--- config.mk ---
export PLATFORM = sky130hd
export DESIGN_NAME = button_debouncer
export DESIGN_NICKNAME = d
export VERILOG_FILES = /design/src/rtl/button_debouncer.sv
export SDC_FILE = /design/constraint.sdc
export NUM_CORES = 1
export LEC_CHECK = 0
export BUFFER_PORTS_ARGS = -buffer_cell sky130_fd_sc_hd__buf_2
export CAP_MARGIN = 20
export CORE_MARGIN = 3
export CORE_UTILIZATION = 45
export CTS_BUF_LIST = sky130_fd_sc_hd__clkbuf_4 sky130_fd_sc_hd__clkbuf_8
export DETAILED_ROUTE_END_ITERATION = 16
export MAX_ROUTING_LAYER = met4
export PLACE_DENSITY = 0.63
export SETUP_SLACK_MARGIN = 0.2
export SYNTH_ARGS = -nofsm -noshare
export SYNTH_HDL_FRONTEND = slang
export SYNTH_SLANG_ARGS = --single-unit
--- constraint.sdc ---
create_clock -name in_clock -period 2.4 [get_ports in_clock]
set_clock_uncertainty 0.05 [all_clocks]
set_input_delay 0.24 -clock in_clock [delete_from_list [all_inputs] [get_ports in_clock]]
set_output_delay 0.24 -clock in_clock [all_outputs]
set_load 0.1 [all_outputs]
--- src/rtl/button_debouncer.sv ---
// Debounces a raw asynchronous button into a clean level: synchronizer chain,
// stability counter and four-state settle FSM with registered level/busy outputs.
module button_debouncer #(
  parameter int   STABLE_CYCLES = 1000,
  parameter int   SYNC_STAGES   = 2,
  parameter logic RESET_LEVEL   = 1'b0
) (
  input  logic in_clock,
  input  logic in_reset,
  input  logic in_button,
  output logic out_level,
  output logic out_busy
);

  localparam int CNT_W = $clog2(STABLE_CYCLES + 1);
  localparam logic [CNT_W:0] LIMIT = (CNT_W + 1)'(STABLE_CYCLES);

  typedef enum logic [1:0] {
    STABLE_LOW,
    WAIT_HIGH,
    STABLE_HIGH,
    WAIT_LOW
  } state_t;

  localparam state_t RESET_STATE = RESET_LEVEL ? STABLE_HIGH : STABLE_LOW;

  logic [SYNC_STAGES-1:0] sync_chain_q;
  logic                   sync_q;
  state_t                 state_q, state_d;
  logic [CNT_W-1:0]       cnt_q, cnt_d;
  logic                   level_q, level_d;
  logic                   busy_q, busy_d;

  // True when the sample being taken this cycle completes the stability window.
  function automatic logic settled(input logic [CNT_W-1:0] cnt);
    return ({1'b0, cnt} + (CNT_W + 1)'(1)) == LIMIT;
  endfunction

  assign sync_q = sync_chain_q[SYNC_STAGES-1];

  always_ff @(posedge in_clock) begin
    if (in_reset) begin
      sync_chain_q <= {SYNC_STAGES{RESET_LEVEL}};
    end else begin
      sync_chain_q <= {sync_chain_q[SYNC_STAGES-2:0], in_button};
    end
  end

  always_comb begin
    state_d = state_q;
    cnt_d   = cnt_q;
    level_d = level_q;
    case (state_q)
      STABLE_LOW: begin
        if (sync_q) begin
          if (STABLE_CYCLES == 1) begin
            level_d = 1'b1;
            state_d = STABLE_HIGH;
            cnt_d   = '0;
          end else begin
            state_d = WAIT_HIGH;
            cnt_d   = CNT_W'(1);
          end
        end else begin
          cnt_d = '0;
        end
      end
      WAIT_HIGH: begin
        if (!sync_q) begin
          state_d = STABLE_LOW;
          cnt_d   = '0;
        end else if (settled(cnt_q)) begin
          level_d = 1'b1;
          state_d = STABLE_HIGH;
          cnt_d   = '0;
        end else begin
          cnt_d = cnt_q + CNT_W'(1);
        end
      end
      STABLE_HIGH: begin
        if (!sync_q) begin
          if (STABLE_CYCLES == 1) begin
            level_d = 1'b0;
            state_d = STABLE_LOW;
            cnt_d   = '0;
          end else begin
            state_d = WAIT_LOW;
            cnt_d   = CNT_W'(1);
          end
        end else begin
          cnt_d = '0;
        end
      end
      WAIT_LOW: begin
        if (sync_q) begin
          state_d = STABLE_HIGH;
          cnt_d   = '0;
        end else if (settled(cnt_q)) begin
          level_d = 1'b0;
          state_d = STABLE_LOW;
          cnt_d   = '0;
        end else begin
          cnt_d = cnt_q + CNT_W'(1);
        end
      end
      default: begin
        state_d = RESET_STATE;
        cnt_d   = '0;
      end
    endcase
    // Busy is registered, so it is derived from the state being entered.
    busy_d = (state_d == WAIT_HIGH) || (state_d == WAIT_LOW);
  end

  always_ff @(posedge in_clock) begin
    if (in_reset) begin
      state_q <= RESET_STATE;
      cnt_q   <= '0;
      level_q <= RESET_LEVEL;
      busy_q  <= 1'b0;
    end else begin
      state_q <= state_d;
      cnt_q   <= cnt_d;
      level_q <= level_d;
      busy_q  <= busy_d;
    end
  end

  assign out_level = level_q;
  assign out_busy  = busy_q;

endmodule

==> summary.md <==
| Metric | Value |
|---|---|
| Antenna diode count | `0` |
| Vias in the first global route | `516` |
| Initial antenna violation count | `0` |
| Largest cells by area after synthesis | `dfxtp_1, xor2_1, nor2_1, xnor2_1, nand4_1` |
| CTS tree | `built` |
| Dpl hpwl | `903 um` |
| Grt total ovfl | `0` |
| Fin area | `782 sq um` |
| Worst Max-Slew Pin Slew | `483 ps` |
| Post-Synthesis Cell Area | `713 sq um` |
| Synthesis-stage register bit count | `15` |
| CTS root buf | `clkbuf_4` |
| Util after Layout | `55.9%` |
| Cts-stage hold buffer count | `0` |
| Drt wl/cell | `11.7 um` |
| Most common cell after layout, fill and taps aside | `dfxtp_1` |
| CTS Sinks | `15` |
| CTS resizes | `0` |
| Die height | `45.8 um` |
| Pin count of the biggest net entering global routing | `9` |
| Synth area leader | `dfxtp_1` |
| Avg Vias per Cell | `5.45` |
| Outcome | `finished clean` |
| Crit. End Element | `flip-flop` |
| Die width | `45.8 um` |
| Layout cells sized above 1 | `22.0%` |
| Initial DRC count | `10` |
| Inst Count DP | `93` |
| Peak VDD IR | `0.393 mV` |
| Post-route ant nets | `0` |
| Max-cap violation count | `0` |
| Synth-to-Final Area Change | `9.65%` |
| Fin crit period | `2000 ps` |
| Core box area | `0.00140 sq mm` |
| Netlist cell types | `34` |
| PD cells | `570 mW/mm^2` |
| Post-Place Cell Area | `752 sq um` |
| Min-delay src | `in_button` |
| R2R Path Start | `cnt_q[2]$_SDFF_PP0_` |
| Period Utilization, post-route | `83.4%` |
| GRT Util Overall | `15.1%` |
| Final nets | `87` |
| Initial Utilization | `51.0%` |
| Worst Path Class, Setup | `flip-flop to flip-flop` |
| Drt first pass iters | `4` |
| Final wirelength | `1140 um` |
| Port Buffers | `4` |
| H-tree levels | `1` |
| Clock slew at reported path FFs | `80 ps` |
| Pins over their slew limit | `0` |
| Synthesized instance count | `74` |
| Slew Limit Headroom | `68.0%` |
| Syn_nets | `78` |
| Most frequent cells in the layout | `dfxtp_1, nor2_1, inv_1` |
| Max clock buf depth | `2` |
| Std-Cell Rows | `13` |
| Gpl congestion | `0.792` |
| Worst-path fanout max | `7` |
| DR DRC count | `0` |
| Routed via count | `529` |
| Clk Latency, worst-skew pair | `270 ps` |
| Crit. Startpoint | `cnt_q[2]$_SDFF_PP0_` |
| IO Pins | `5` |
| Setup violators final | `0` |
| HP Class | `input port to flip-flop` |
| Total CTS buffers | `3` |
| Leak pwr | `0.000246 uW` |
| Startpoint Class | `flip-flop` |
| Die area | `0.00210 sq mm` |
| First-pass GRT wire length | `2210 um` |
| Hold Vio Cnt, Final | `0` |
| Unrepaired setup endpoints after global routing | `no` |
| Signal arrival time at the worst endpoint | `2110 ps` |
| Setup TNS | `0 ps` |
| Yosys Warn Count | `0` |
| Top cell type's share of synthesized area | `42.1%` |
| Fin cells | `97` |
| Setup Fix Bufs, Post-CTS | `0` |
| FMAX | `499 MHz` |
| CP required | `2500 ps` |
| Sequential area share after synthesis | `42.1%` |
| Synthesized area per cell | `9.64 sq um` |
| Final-layout fill cell count | `134` |
==> logic make-up after synthesis <==
| group | after synthesis | share of synthesized area, % |
|---|---|---|
| flops | 15 | 42.1 |
| buf+inv | 5 | 2.63 |
| compound gates | 15 | 18.4 |
| xor+xnor | 7 | 8.60 |
| simple gates | 31 | 26.5 |
| fa+ha+maj | 1 | 1.75 |
==> cell type report <==
class | count | area, sq um | area share (%)
sequential | 15 | 300 | 38.4
clock buffer | 4 | 30.0 | 3.84
inverter | 5 | 18.8 | 2.40
multi-input combinational | 54 | 394 | 50.4
timing repair buffer | 4 | 20.0 | 2.56
tap | 15 | 18.8 | 2.40
==> power breakdown <==
part | leakage (uW) | switching, uW | internal, uW | total [uW]
clock network | 0.0000184 | 73.6 | 75.7 | 149
registers | 0.000122 | 4.53 | 254 | 259
logic | 0.000106 | 30.2 | 7.57 | 37.7
==> cells in the mapped netlist, drive strengths merged <==
library cell,count
dfxtp,15
nor2,9
inv,5
nand3,4
nand4,4
xor2,4
a21oi,3
nand2,3
xnor2,3
a211oi,2
and3,2
nor2b,2
a21boi,1
a21o,1
a31o,1
a31oi,1
a32oi,1
ha,1
nand2b,1
nand3b,1
nor3,1
o211ai,1
o21ai,1
o22ai,1
o311ai,1
o31ai,1
or2,1
or3,1
or4,1
or4b,1
==> flip-flops by register name, indices dropped and copies added (netlist names) <==
name,flops
cnt_q,10
sync_chain_q,2
out_busy,1
out_level,1
state_q,1
==> metrics by stage <==
stage / worst slack [ps] / hold slack (ps) / power (uW)
detailed placement: 399 / 379 / 302
floorplan: 541 / 259 / 295
CTS: 387 / 111 / 451
finish: 398 / 117 / 446
global placement: 402 / 372 / 302
global route: 247 / 135 / 474
==> worst max-delay path: stages (launching register included) <==
cell and delay [ps]:
dfxtp_1 470, nand3_4 150, or4_4 530, a211oi_4 360, and3_4 250, o311ai_1 80
==> final timing paths <==
check,to,slack (ps),depth (start not counted)
worst max-delay path,out_level$_SDFFE_PP0P_,400,5
worst min-delay path,sync_chain_q[0]$_SDFF_PP0_,120,2
worst max register to register,out_level$_SDFFE_PP0P_,400,5
worst min register to register,sync_chain_q[1]$_SDFF_PP0_,400,1
==> routing by layer <==
metal  global-route usage, %  up-vias  routed length [um]
li1                        -      283                   -
met3                    5.93        0                  47
met1                    20.7      236                 606
met4                    3.41        0                   0
met2                    20.9       10                 482
met5                       -        -                   0
Power figures use the tool's default switching activity.
